File: config.mk
export PLATFORM = sky130hd
export DESIGN_NAME = aibcr3_buffxn_ctrl
export DESIGN_NICKNAME = d
export VERILOG_FILES = /design/src/rtl/aibcr3_buffxn_pkg.sv /design/src/rtl/aibcr3_buffxn_chctl.sv /design/src/rtl/aibcr3_buffxn_ctrl.sv
export SDC_FILE = /design/constraint.sdc
export NUM_CORES = 1
export LEC_CHECK = 0
export ABC_AREA = 0
export ABC_CLOCK_PERIOD_IN_PS = 2950
export CAP_MARGIN = 25
export CELL_PAD_IN_SITES_DETAIL_PLACEMENT = 0
export CELL_PAD_IN_SITES_GLOBAL_PLACEMENT = 2
export CORE_ASPECT_RATIO = 1.1
export CORE_MARGIN = 2
export CORE_UTILIZATION = 34
export DETAILED_ROUTE_END_ITERATION = 16
export GPL_TIMING_DRIVEN = 0
export PLACE_DENSITY_LB_ADDON = 0.2
export SYNTH_ARGS = -nofsm -noshare
export SYNTH_HDL_FRONTEND = slang
export SYNTH_SLANG_ARGS = --single-unit
File: constraint.sdc
create_clock -name ilaunch_clk -period 2.95 [get_ports ilaunch_clk]
set_clock_uncertainty 0.05 [all_clocks]
set_input_delay 0.59 -clock ilaunch_clk [delete_from_list [all_inputs] [get_ports ilaunch_clk]]
set_output_delay 0.59 -clock ilaunch_clk [all_outputs]
set_load 0.02 [all_outputs]
File: src/rtl/aibcr3_buffxn_pkg.sv
// Shared definitions for the AIB IO buffer control slice: channel FSM encoding,
// step-counter sizing and the one-LSB step-toward helper.
package aibcr3_buffxn_pkg;

    typedef enum logic [1:0] {
        ST_OFF    = 2'd0,
        ST_RAMP   = 2'd1,
        ST_ACTIVE = 2'd2,
        ST_RAMPDN = 2'd3
    } ch_state_e;

    localparam int CODE_MAXW = 16;

    function automatic int cnt_width(input int ramp_cyc);
        return ($clog2(ramp_cyc) < 1) ? 1 : $clog2(ramp_cyc);
    endfunction

    // Move one LSB toward goal, saturating at goal.
    function automatic logic [CODE_MAXW-1:0] step_toward(input logic [CODE_MAXW-1:0] cur,
                                                          input logic [CODE_MAXW-1:0] goal);
        if (cur < goal)
            return cur + CODE_MAXW'(1);
        else if (cur > goal)
            return cur - CODE_MAXW'(1);
        else
            return cur;
    endfunction

endpackage

File: src/rtl/aibcr3_buffxn_chctl.sv
// One IO-buffer channel: enable/drive-strength ramp FSM, launch-data gating and
// weak-pull registers. All outputs are registered from the next state.
module aibcr3_buffxn_chctl
    import aibcr3_buffxn_pkg::*;
#(
    parameter int DRVW     = 2,
    parameter int RAMP_CYC = 4
) (
    input  logic            clk,
    input  logic            rst_n,
    input  logic            padrst_n,
    input  logic            txen,
    input  logic [DRVW-1:0] pdrv,
    input  logic [DRVW-1:0] ndrv,
    input  logic            dat0,
    input  logic            dat1,
    input  logic            lpbk_en,
    input  logic            lpbk_dat,
    input  logic            testmode_en,
    input  logic            test_weakpu,
    input  logic            test_weakpd,
    output logic            tx_en,
    output logic [DRVW-1:0] pcode,
    output logic [DRVW-1:0] ncode,
    output logic            tx_dat0,
    output logic            tx_dat1,
    output logic            pullupenb,
    output logic            pulldownen,
    output logic            ready
);

    localparam int CW = cnt_width(RAMP_CYC);

    ch_state_e       st, st_nxt;
    logic [CW-1:0]   cnt, cnt_nxt, cnt_inc;
    logic [DRVW-1:0] p_nxt, n_nxt, p_up, n_up, p_dn, n_dn;
    logic            stp, tgt_match;

    always_comb begin
        stp       = (cnt == CW'(RAMP_CYC - 1));
        cnt_inc   = stp ? '0 : cnt + 1'b1;
        p_up      = DRVW'(step_toward(CODE_MAXW'(pcode), CODE_MAXW'(pdrv)));
        n_up      = DRVW'(step_toward(CODE_MAXW'(ncode), CODE_MAXW'(ndrv)));
        p_dn      = DRVW'(step_toward(CODE_MAXW'(pcode), '0));
        n_dn      = DRVW'(step_toward(CODE_MAXW'(ncode), '0));
        tgt_match = (pcode == pdrv) && (ncode == ndrv);
        st_nxt    = st;
        cnt_nxt   = cnt;
        p_nxt     = pcode;
        n_nxt     = ncode;
        if (!padrst_n) begin
            st_nxt  = ST_OFF;
            cnt_nxt = '0;
            p_nxt   = '0;
            n_nxt   = '0;
        end else begin
            case (st)
                ST_OFF: begin
                    if (txen) begin
                        st_nxt  = ST_RAMP;
                        cnt_nxt = '0;
                    end
                end
                ST_RAMP: begin
                    cnt_nxt = cnt_inc;
                    if (stp) begin
                        p_nxt = p_up;
                        n_nxt = n_up;
                    end
                    if (!txen) begin
                        st_nxt  = ST_RAMPDN;
                        cnt_nxt = '0;
                    end else if (stp && p_up == pdrv && n_up == ndrv) begin
                        st_nxt = ST_ACTIVE;
                    end
                end
                ST_ACTIVE: begin
                    // ready still high means this is the first mismatch cycle: restart the step timer
                    if (tgt_match || ready) begin
                        cnt_nxt = '0;
                    end else begin
                        cnt_nxt = cnt_inc;
                        if (stp) begin
                            p_nxt = p_up;
                            n_nxt = n_up;
                        end
                    end
                    if (!txen) begin
                        st_nxt  = ST_RAMPDN;
                        cnt_nxt = '0;
                    end
                end
                default: begin
                    cnt_nxt = cnt_inc;
                    if (stp) begin
                        p_nxt = p_dn;
                        n_nxt = n_dn;
                    end
                    if (txen) begin
                        st_nxt  = ST_RAMP;
                        cnt_nxt = '0;
                    end else if (stp && p_dn == '0 && n_dn == '0) begin
                        st_nxt = ST_OFF;
                    end
                end
            endcase
        end
    end

    always_ff @(posedge clk or negedge rst_n) begin
        if (!rst_n) begin
            st         <= ST_OFF;
            cnt        <= '0;
            pcode      <= '0;
            ncode      <= '0;
            tx_en      <= 1'b0;
            tx_dat0    <= 1'b0;
            tx_dat1    <= 1'b0;
            ready      <= 1'b0;
            pulldownen <= 1'b1;
            pullupenb  <= 1'b1;
        end else begin
            st         <= st_nxt;
            cnt        <= cnt_nxt;
            pcode      <= p_nxt;
            ncode      <= n_nxt;
            tx_en      <= (st_nxt != ST_OFF);
            ready      <= (st_nxt == ST_ACTIVE) && (p_nxt == pdrv) && (n_nxt == ndrv);
            tx_dat0    <= (st_nxt == ST_ACTIVE) && (lpbk_en ? lpbk_dat : dat0);
            tx_dat1    <= (st_nxt == ST_ACTIVE) && (lpbk_en ? lpbk_dat : dat1);
            pulldownen <= testmode_en ? test_weakpd : (st_nxt == ST_OFF);
            pullupenb  <= testmode_en ? ~(test_weakpu & ~test_weakpd) : 1'b1;
        end
    end

endmodule

File: src/rtl/aibcr3_buffxn_ctrl.sv
// N-channel AIB IO buffer control: fans shared controls out to per-channel
// controllers and synchronises asynchronous pad receive data.
module aibcr3_buffxn_ctrl
    import aibcr3_buffxn_pkg::*;
#(
    parameter int NCH      = 4,
    parameter int DRVW     = 2,
    parameter int RAMP_CYC = 4
) (
    input  logic                ilaunch_clk,
    input  logic                irstb,
    input  logic                ipadrstb,
    input  logic [NCH-1:0]      itxen,
    input  logic [DRVW-1:0]     ipdrv,
    input  logic [DRVW-1:0]     indrv,
    input  logic [NCH-1:0]      idat0,
    input  logic [NCH-1:0]      idat1,
    input  logic                ilpbk_en,
    input  logic [NCH-1:0]      ilpbk_dat,
    input  logic                testmode_en,
    input  logic                test_weakpu,
    input  logic                test_weakpd,
    input  logic [NCH-1:0]      rx_idat,
    output logic [NCH-1:0]      itx_en_buf,
    output logic [NCH*DRVW-1:0] ipdrv_buf,
    output logic [NCH*DRVW-1:0] indrv_buf,
    output logic [NCH-1:0]      tx_dat0,
    output logic [NCH-1:0]      tx_dat1,
    output logic [NCH-1:0]      weak_pullupenb,
    output logic [NCH-1:0]      weak_pulldownen,
    output logic [NCH-1:0]      ready,
    output logic [NCH-1:0]      odat_async
);

    logic [1:0][NCH-1:0] rx_pipe;

    always_ff @(posedge ilaunch_clk or negedge irstb) begin
        if (!irstb)
            rx_pipe <= '0;
        else
            rx_pipe <= {rx_pipe[0], rx_idat};
    end

    assign odat_async = rx_pipe[1];

    for (genvar k = 0; k < NCH; k++) begin : g_ch
        aibcr3_buffxn_chctl #(
            .DRVW     (DRVW),
            .RAMP_CYC (RAMP_CYC)
        ) u_ch (
            .clk         (ilaunch_clk),
            .rst_n       (irstb),
            .padrst_n    (ipadrstb),
            .txen        (itxen[k]),
            .pdrv        (ipdrv),
            .ndrv        (indrv),
            .dat0        (idat0[k]),
            .dat1        (idat1[k]),
            .lpbk_en     (ilpbk_en),
            .lpbk_dat    (ilpbk_dat[k]),
            .testmode_en (testmode_en),
            .test_weakpu (test_weakpu),
            .test_weakpd (test_weakpd),
            .tx_en       (itx_en_buf[k]),
            .pcode       (ipdrv_buf[k*DRVW +: DRVW]),
            .ncode       (indrv_buf[k*DRVW +: DRVW]),
            .tx_dat0     (tx_dat0[k]),
            .tx_dat1     (tx_dat1[k]),
            .pullupenb   (weak_pullupenb[k]),
            .pulldownen  (weak_pulldownen[k]),
            .ready       (ready[k])
        );
    end

endmodule

==> flow_summary.yaml, run 1 <==
critical_path:
  startpoint_type: "input port"
  criticalPathCategory: "input port to register"
  r2r-end: "g_ch[2].u_ch.ready"
  reg2reg_from: "g_ch[2].u_ch.ncode[0]"
  required_ns: 3.14
  r2r_slack_ns: 0.20
  reg2reg_depth: 9
  critPathMaxFanout: 12
  worst-endpoint-arrival_ns: 2.99
  cp-end-kind: "register"
pwr:
  power_density_nw_per_um2: 444
  leakage_uw: 0.00259
  irDropWorstVdd_v: 0.000286
  p_total_uw: 2770
sta:
  setup_viol: 0
  maxSlewViolCount: 0
  final_hold_viol_count: 0
  finalCritPeriodShare: 0.950
  worstMarginPinSlew_ns: 0.807
  hold_ws_ns: 0.291
  rsz0062_at_grt: "true"
  relSlewSlack: 0.462
  period_minus_slack_ns: 2.80
  max_freq_mhz: 357
logic_synthesis:
  synthCells: 540
  synth_warnings: 0
  synth_top_family_by_area: "compound AO/OA/AOI/OAI gates"
  ys.flop_type: "dfrtp_1"
  synth-edff-count: 0
  yosys-top-cells-area: "dfrtp_1, ha_1, xnor2_1"
  ys_seq_elements: 61
  synthArstFlopShare: 1.00
  synth_top_area_frac: 0.288
  synth_compound_area_frac: 0.220
  synth-seq-area-share: 0.315
  synth_top_cell_by_area: "dfrtp_1"
  synthesis.nets: 607
  ys_types: 82
  synthMuxAreaShare: 0.0180
  syn_area_um2: 4870
  yosys.area_share.xor_xnor: 0.0668
  synth_common_cells: "dfrtp_1, ha_1, inv_1, nand2_1, nor2_1"
  synth_area_per_cell_um2: 9.01
  synth_most_common_cell: "dfrtp_1"
  synth_fa_ha_area_frac: 0.0925
  synth-simple-area-share: 0.196
clock_tree:
  cts_made_buffers: 9
  cts_setup_buffers: 0
  cts_tree: "done"
  cts.path.max_buffers: 2
  cts.clk_slew.worst_paths_ns: 0.06
  cts-root-buf: "clkbuf_16"
  clock_sinks: 61
  h-tree-depth: 3
  clock_latency_ns: 0.33
finish:
  seq_area_um2: 1540
  drive_above_1_share: 0.147
  antenna_cells: 0
  design_area_um2: 6240
  nets: 689
  multiInputGateArea_um2: 2930
  final_util: 0.448
  fin_cells: 815
  area_growth_pct: 28.1
  fill_cells: 1410
floorplan:
  die-area_um2: 15300
  ios: 75
  fp.dieW_um: 118
  start_util: 0.350
  core_area_um2: 13900
  row_count: 45
  dieHeight_um: 129
drt:
  via_count: 4298
  wire_per_inst_um: 16.8
  drt-total-wl_mm: 13.7
  antenna_left: 0
  viasPerCell: 5.27
  drt-initial-drc-count: 171
  detailedRoute.firstPassIterationCount: 4
  route.detailed.drc: 0
placed_design:
  place_area_um2: 5820
  finalWeightedCongestion: 0.886
  io_buffers: 71
  dp_hpwl_mm: 10.2
  dp_cells: 799
grt:
  grt.total_usage: 0.181
  grt_pass1_vias: 4271
  grt-ovfl-total: 0
  grt_max_degree: 62
  grt_pass1_wl_mm: 21.9
  antenna_found_initial: 0
outcome:
  outcome: "finished, final reports clean"
run:
  drv_cap: 0
min_path:
  min_path_type: "input port to async pin"
worst max path at each step:
stage                           from            endpoint  slack, ns
2_1_floorplan               indrv[1]  g_ch[2].u_ch.ready       0.05
3_3_place_gp                ipdrv[0]  g_ch[1].u_ch.ready      -0.89
3_5_place_dp                ipdrv[0]  g_ch[1].u_ch.ready      -0.89
4_1_cts        g_ch[2].u_ch.ncode[0]  g_ch[2].u_ch.ready      0.008
5_1_grt                     indrv[0]  g_ch[1].u_ch.ready      0.005
6_report                    ipdrv[1]  g_ch[1].u_ch.ready       0.15
final cells by class:
class / count / share of cell area
Tap cell: 188 / 0.0377
Timing Repair Buffer: 71 / 0.113
Buffer: 50 / 0.0512
Clock inverter: 7 / 0.0233
Sequential cell: 61 / 0.246
Clock buffer: 9 / 0.0361
Inverter: 36 / 0.0237
Multi-Input combinational cell: 393 / 0.469
stage by stage:
step / setup WS (ns) / setup TNS, ns
final: 0.148 / 0
after global routing: 0.00549 / 0
after CTS: 0.00759 / 0
after detailed placement: -0.894 / -14.45
after global placement: -0.889 / -61.16
after floorplan: 0.0466 / 0
cells in the final DEF, fill, tap and decap left out, types with 4 or more instances in the layout:
master and instances:
nor3b_1 4, nor2b_1 16, o21ai_0 22, clkbuf_16 9, xor2_1 8, dfstp_2 5, o221ai_1 5, a32o_1 7
mux2i_1 5, nor2_1 33, nand2b_1 19, and4_1 4, inv_1 34, buf_2 10, clkdlybuf4s50_1 68, dfrtp_1 54
a21oi_1 25, o22ai_1 9, o21a_1 9, o31ai_1 6, buf_4 29, nand3b_1 5, nor4b_1 4, ha_1 34
a2bb2oi_1 4, a211o_1 4, xnor2_1 26, bufinv_16 4, nor3_1 7, a31oi_1 7, nand3_1 12, nand4_1 5
nand2_1 33, clkbuf_1 10
power by group:
part           switching [uW]  internal [uW]
registers                26.9            878
clock network             400            915
logic                     306            245
total                     733           2040
metal layers:
layer	vias up	part of all wire	GRT usage
met5	-	0	0
met4	0	0.0088	0.0524
met3	6	0.045	0.0282
met2	83	0.49	0.312
met1	2092	0.46	0.236
li1	2117	-	-
cell families (layout without fill, tap and decap cells):
| kind of cell | count (synthesis) | after routing |
|---|---|---|
| fa+ha+maj | 36 | 36 |
| compound gates | 145 | 145 |
| xor+xnor | 35 | 35 |
| buf+inv | 86 | 173 |
| mux | 8 | 8 |
| simple gates | 169 | 169 |
| flops | 61 | 61 |
flip-flops by register name, summed over array words and instances (netlist names):
register / count
g_ch.u_ch.cnt: 8
g_ch.u_ch.ncode: 8
g_ch.u_ch.pcode: 8
g_ch.u_ch.pulldownen: 4
g_ch.u_ch.pullupenb: 1
g_ch.u_ch.ready: 4
g_ch.u_ch.st: 8
g_ch.u_ch.tx_dat0: 4
g_ch.u_ch.tx_dat1: 4
g_ch.u_ch.tx_en: 4
odat_async: 4
rx_pipe: 4
critical path: stages:
cell and delay, ns:
clkbuf_4 0.21, inv_6 0.11, ha_1 0.39, and4_1 0.25
or3b_4 0.41, mux2_4 0.32, mux2i_1 0.15, o2bb2ai_1 0.10
nor3_2 0.24, nor4b_2 0.22
what timing repair did:
item	4_1_cts	5_1_grt
endpoints found under the setup margin	16	5
hold buffers	0	0
cloned	0	0
endpoints found under the hold margin	0	0
resized for setup	8	9
pin swaps	0	0
Power figures use the tool's default switching activity.
==> inputs of run 2 (changes only) <==
--- a/config.mk
+++ b/config.mk
@@ -6,16 +6,18 @@
 export NUM_CORES = 1
 export LEC_CHECK = 0
 export ABC_AREA = 0
-export ABC_CLOCK_PERIOD_IN_PS = 2950
+export ABC_CLOCK_PERIOD_IN_PS = 2300
 export CAP_MARGIN = 25
 export CELL_PAD_IN_SITES_DETAIL_PLACEMENT = 0
 export CELL_PAD_IN_SITES_GLOBAL_PLACEMENT = 2
 export CORE_ASPECT_RATIO = 1.1
 export CORE_MARGIN = 2
-export CORE_UTILIZATION = 34
+export CORE_UTILIZATION = 30
+export CTS_CLUSTER_SIZE = 12
 export DETAILED_ROUTE_END_ITERATION = 16
 export GPL_TIMING_DRIVEN = 0
 export PLACE_DENSITY_LB_ADDON = 0.2
+export REMOVE_ABC_BUFFERS = 1
 export SYNTH_ARGS = -nofsm -noshare
 export SYNTH_HDL_FRONTEND = slang
 export SYNTH_SLANG_ARGS = --single-unit
==> constraint.sdc (replaced) <==
create_clock -name ilaunch_clk -period 2.3 [get_ports ilaunch_clk]
set_clock_uncertainty 0.05 [all_clocks]
set_input_delay 0.46 -clock ilaunch_clk [delete_from_list [all_inputs] [get_ports ilaunch_clk]]
set_output_delay 0.46 -clock ilaunch_clk [all_outputs]
set_load 0.02 [all_outputs]
==> run 2 against run 1 <==
The flow now finishes with violations (negative setup slack); sequential power rose by 31%; register-to-register slack worse by 0.40 ns; via count rose by 2.7%; sequential share of layout area fell by 1.4 points; clock power rose by 11%; critical path type is now register to register.
==> flow_summary.yaml, run 2 (synthesis gave the netlist of run 1 again) <==
pwr:
  switching_share: 0.281
  switchingPower_uw: 961
  leakage_uw: 0.00261
  p_total_uw: 3420
  p_clk_frac: 0.427
  irDropWorstVdd_v: 0.000303
  pwr-share-comb: 0.224
  internal-power_uw: 2460
  power_frac_seq: 0.349
  power_density_nw_per_um2: 512
sta:
  rsz0062_at_grt: "true"
  relSlewSlack: 0.410
  worstMarginPinSlew_ns: 0.884
  final_hold_viol_count: 0
  setup_ws_ns: -0.204
  finalCritPeriodShare: 1.09
  setup_viol: 7
  period_minus_slack_ns: 2.50
  max_freq_mhz: 399
  maxSlewViolCount: 0
finish:
  drive_above_1_share: 0.269
  layout_common_cells: "clkdlybuf4s50_1, dfrtp_1, buf_4"
  antenna_cells: 0
  area_growth_pct: 37.1
  nets: 680
  layout_commonest_cell: "clkdlybuf4s50_1"
critical_path:
  worst-endpoint-arrival_ns: 2.70
  required_ns: 2.49
  critPathMaxFanout: 5
  criticalPathCategory: "register to register"
  r2r-end: "g_ch[1].u_ch.ready"
  reg2reg_depth: 9
  cp-end-kind: "register"
  reg2reg_from: "g_ch[1].u_ch.ncode[0]"
  startpoint_type: "register"
  r2r_slack_ns: -0.20
drt:
  via_count: 4416
  drt-initial-drc-count: 317
  drt-total-wl_mm: 14.9
  route.detailed.drc: 0
  detailedRoute.firstPassIterationCount: 5
  antenna_left: 0
  viasPerCell: 5.40
  wire_per_inst_um: 18.2
grt:
  antenna_found_initial: 0
  grt-ovfl-total: 0
  busiest_layer: "met2"
  gr-usage-met2: 0.289
  grt_pass1_wl_mm: 23.0
  grt_use_met1: 0.219
  grt.total_usage: 0.170
  grt_pass1_vias: 4316
  grt_use_met3: 0.0260
  grt_max_degree: 62
floorplan:
  ios: 75
  core_area_um2: 15800
  start_util: 0.308
  dieHeight_um: 138
  row_count: 48
  fp.dieW_um: 125
  die-area_um2: 17300
placed_design:
  dpl_worst_slack_ns: -2.11
  finalWeightedCongestion: 0.841
  io_buffers: 74
  dp_hpwl_mm: 10.0
clock_tree:
  h-tree-depth: 3
  cts-root-buf: "clkbuf_16"
  cts_made_buffers: 9
  ctsHoldBuffers: 0
  clock_sinks: 61
  cts.path.max_buffers: 2
  cts.clk_slew.worst_paths_ns: 0.05
  cts_tree: "done"
  clock_latency_ns: 0.33
min_path:
  min_path_type: "input port to async pin"
outcome:
  violations: "negative setup slack"
  outcome: "complete, but fails checks"
run:
  drv_cap: 0
## run 2: changes by cell type in the layout (fill, tap and decap cells not counted), sizes merged
cell | before | now
dlygate4sd2 | 1 | 0
inv | 37 | 35
buf | 40 | 44
clkinvlp | 1 | 0
clkbuf | 21 | 11
clkinv | 1 | 4
bufinv | 4 | 2
## run 2: layout make-up
cell class / instances / area, um2
Multi-Input combinational cell: 393 / 3370
Timing Repair Buffer: 112 / 1020
Clock buffer: 11 / 243
Tap cell: 200 / 250
Inverter: 36 / 163
Fill cell: 1553 / 9120
Sequential cell: 61 / 1550
Clock inverter: 5 / 75.1
## run 2: per-stage QoR
step | TNS (ns) | cell area (um2) | hold WS (ns) | util | cells
finish | -0.947 | 6680 | 0.133 | 0.423 | 818
global route | -2.23 | 6680 | 0.252 | 0.423 | 818
floorplan | -3.22 | 4560 | 0.114 | - | 490
global placement | -152.34 | 5550 | 0.283 | 0.351 | 764
detailed placement | -65.62 | 5540 | 0.286 | 0.351 | 764
CTS | -0.840 | 6420 | 0.209 | 0.407 | 809
## run 2: power by group through the flow
stage	Clock (uW)	Sequential, uW	Combinational [uW]
floorplan	0	1230	342
global placement	0	1210	621
detailed placement	0	1210	627
CTS	1500	1190	726
global route	1550	1200	839
finish	1460	1190	766
## run 2: critical path: stages (launching register included)
cell       delay, ns
dfrtp_2         0.43
inv_4           0.08
ha_4            0.20
and4_1          0.21
or3b_4          0.41
mux2_4          0.33
mux2i_1         0.17
o2bb2ai_1       0.10
nor3_2          0.23
nor4b_4         0.21
## run 2: routing by layer
layer / vias to the layer above / routed length, um
met2: 90 / 7380
met5: - / 0
met1: 2204 / 6710
met4: 0 / 330
met3: 24 / 430
li1: 2098 / -
## run 2: repair_timing
item                                   CTS  global route
pin swaps                               26            10
setup endpoints to repair               46            17
gates resized for setup                 95            31
endpoints found under the hold margin    0             0
setup buffers                           29             9
## run 2: worst max-delay path by stage
| stage | from | to | cells past startpoint | slack, ns |
|---|---|---|---|---|
| 3_5_place_dp | indrv[1] | g_ch[2].u_ch.ready | 10 | -2.11 |
| 5_1_grt | indrv[0] | g_ch[1].u_ch.ready | 9 | -0.29 |
| 2_1_floorplan | indrv[1] | g_ch[2].u_ch.ready | 9 | -0.54 |
| 6_report | g_ch[1].u_ch.ncode[0] | g_ch[1].u_ch.ready | 9 | -0.20 |
| 3_3_place_gp | indrv[1] | g_ch[2].u_ch.ready | 10 | -2.11 |
| 4_1_cts | g_ch[1].u_ch.pcode[1] | g_ch[1].u_ch.ready | 8 | -0.14 |
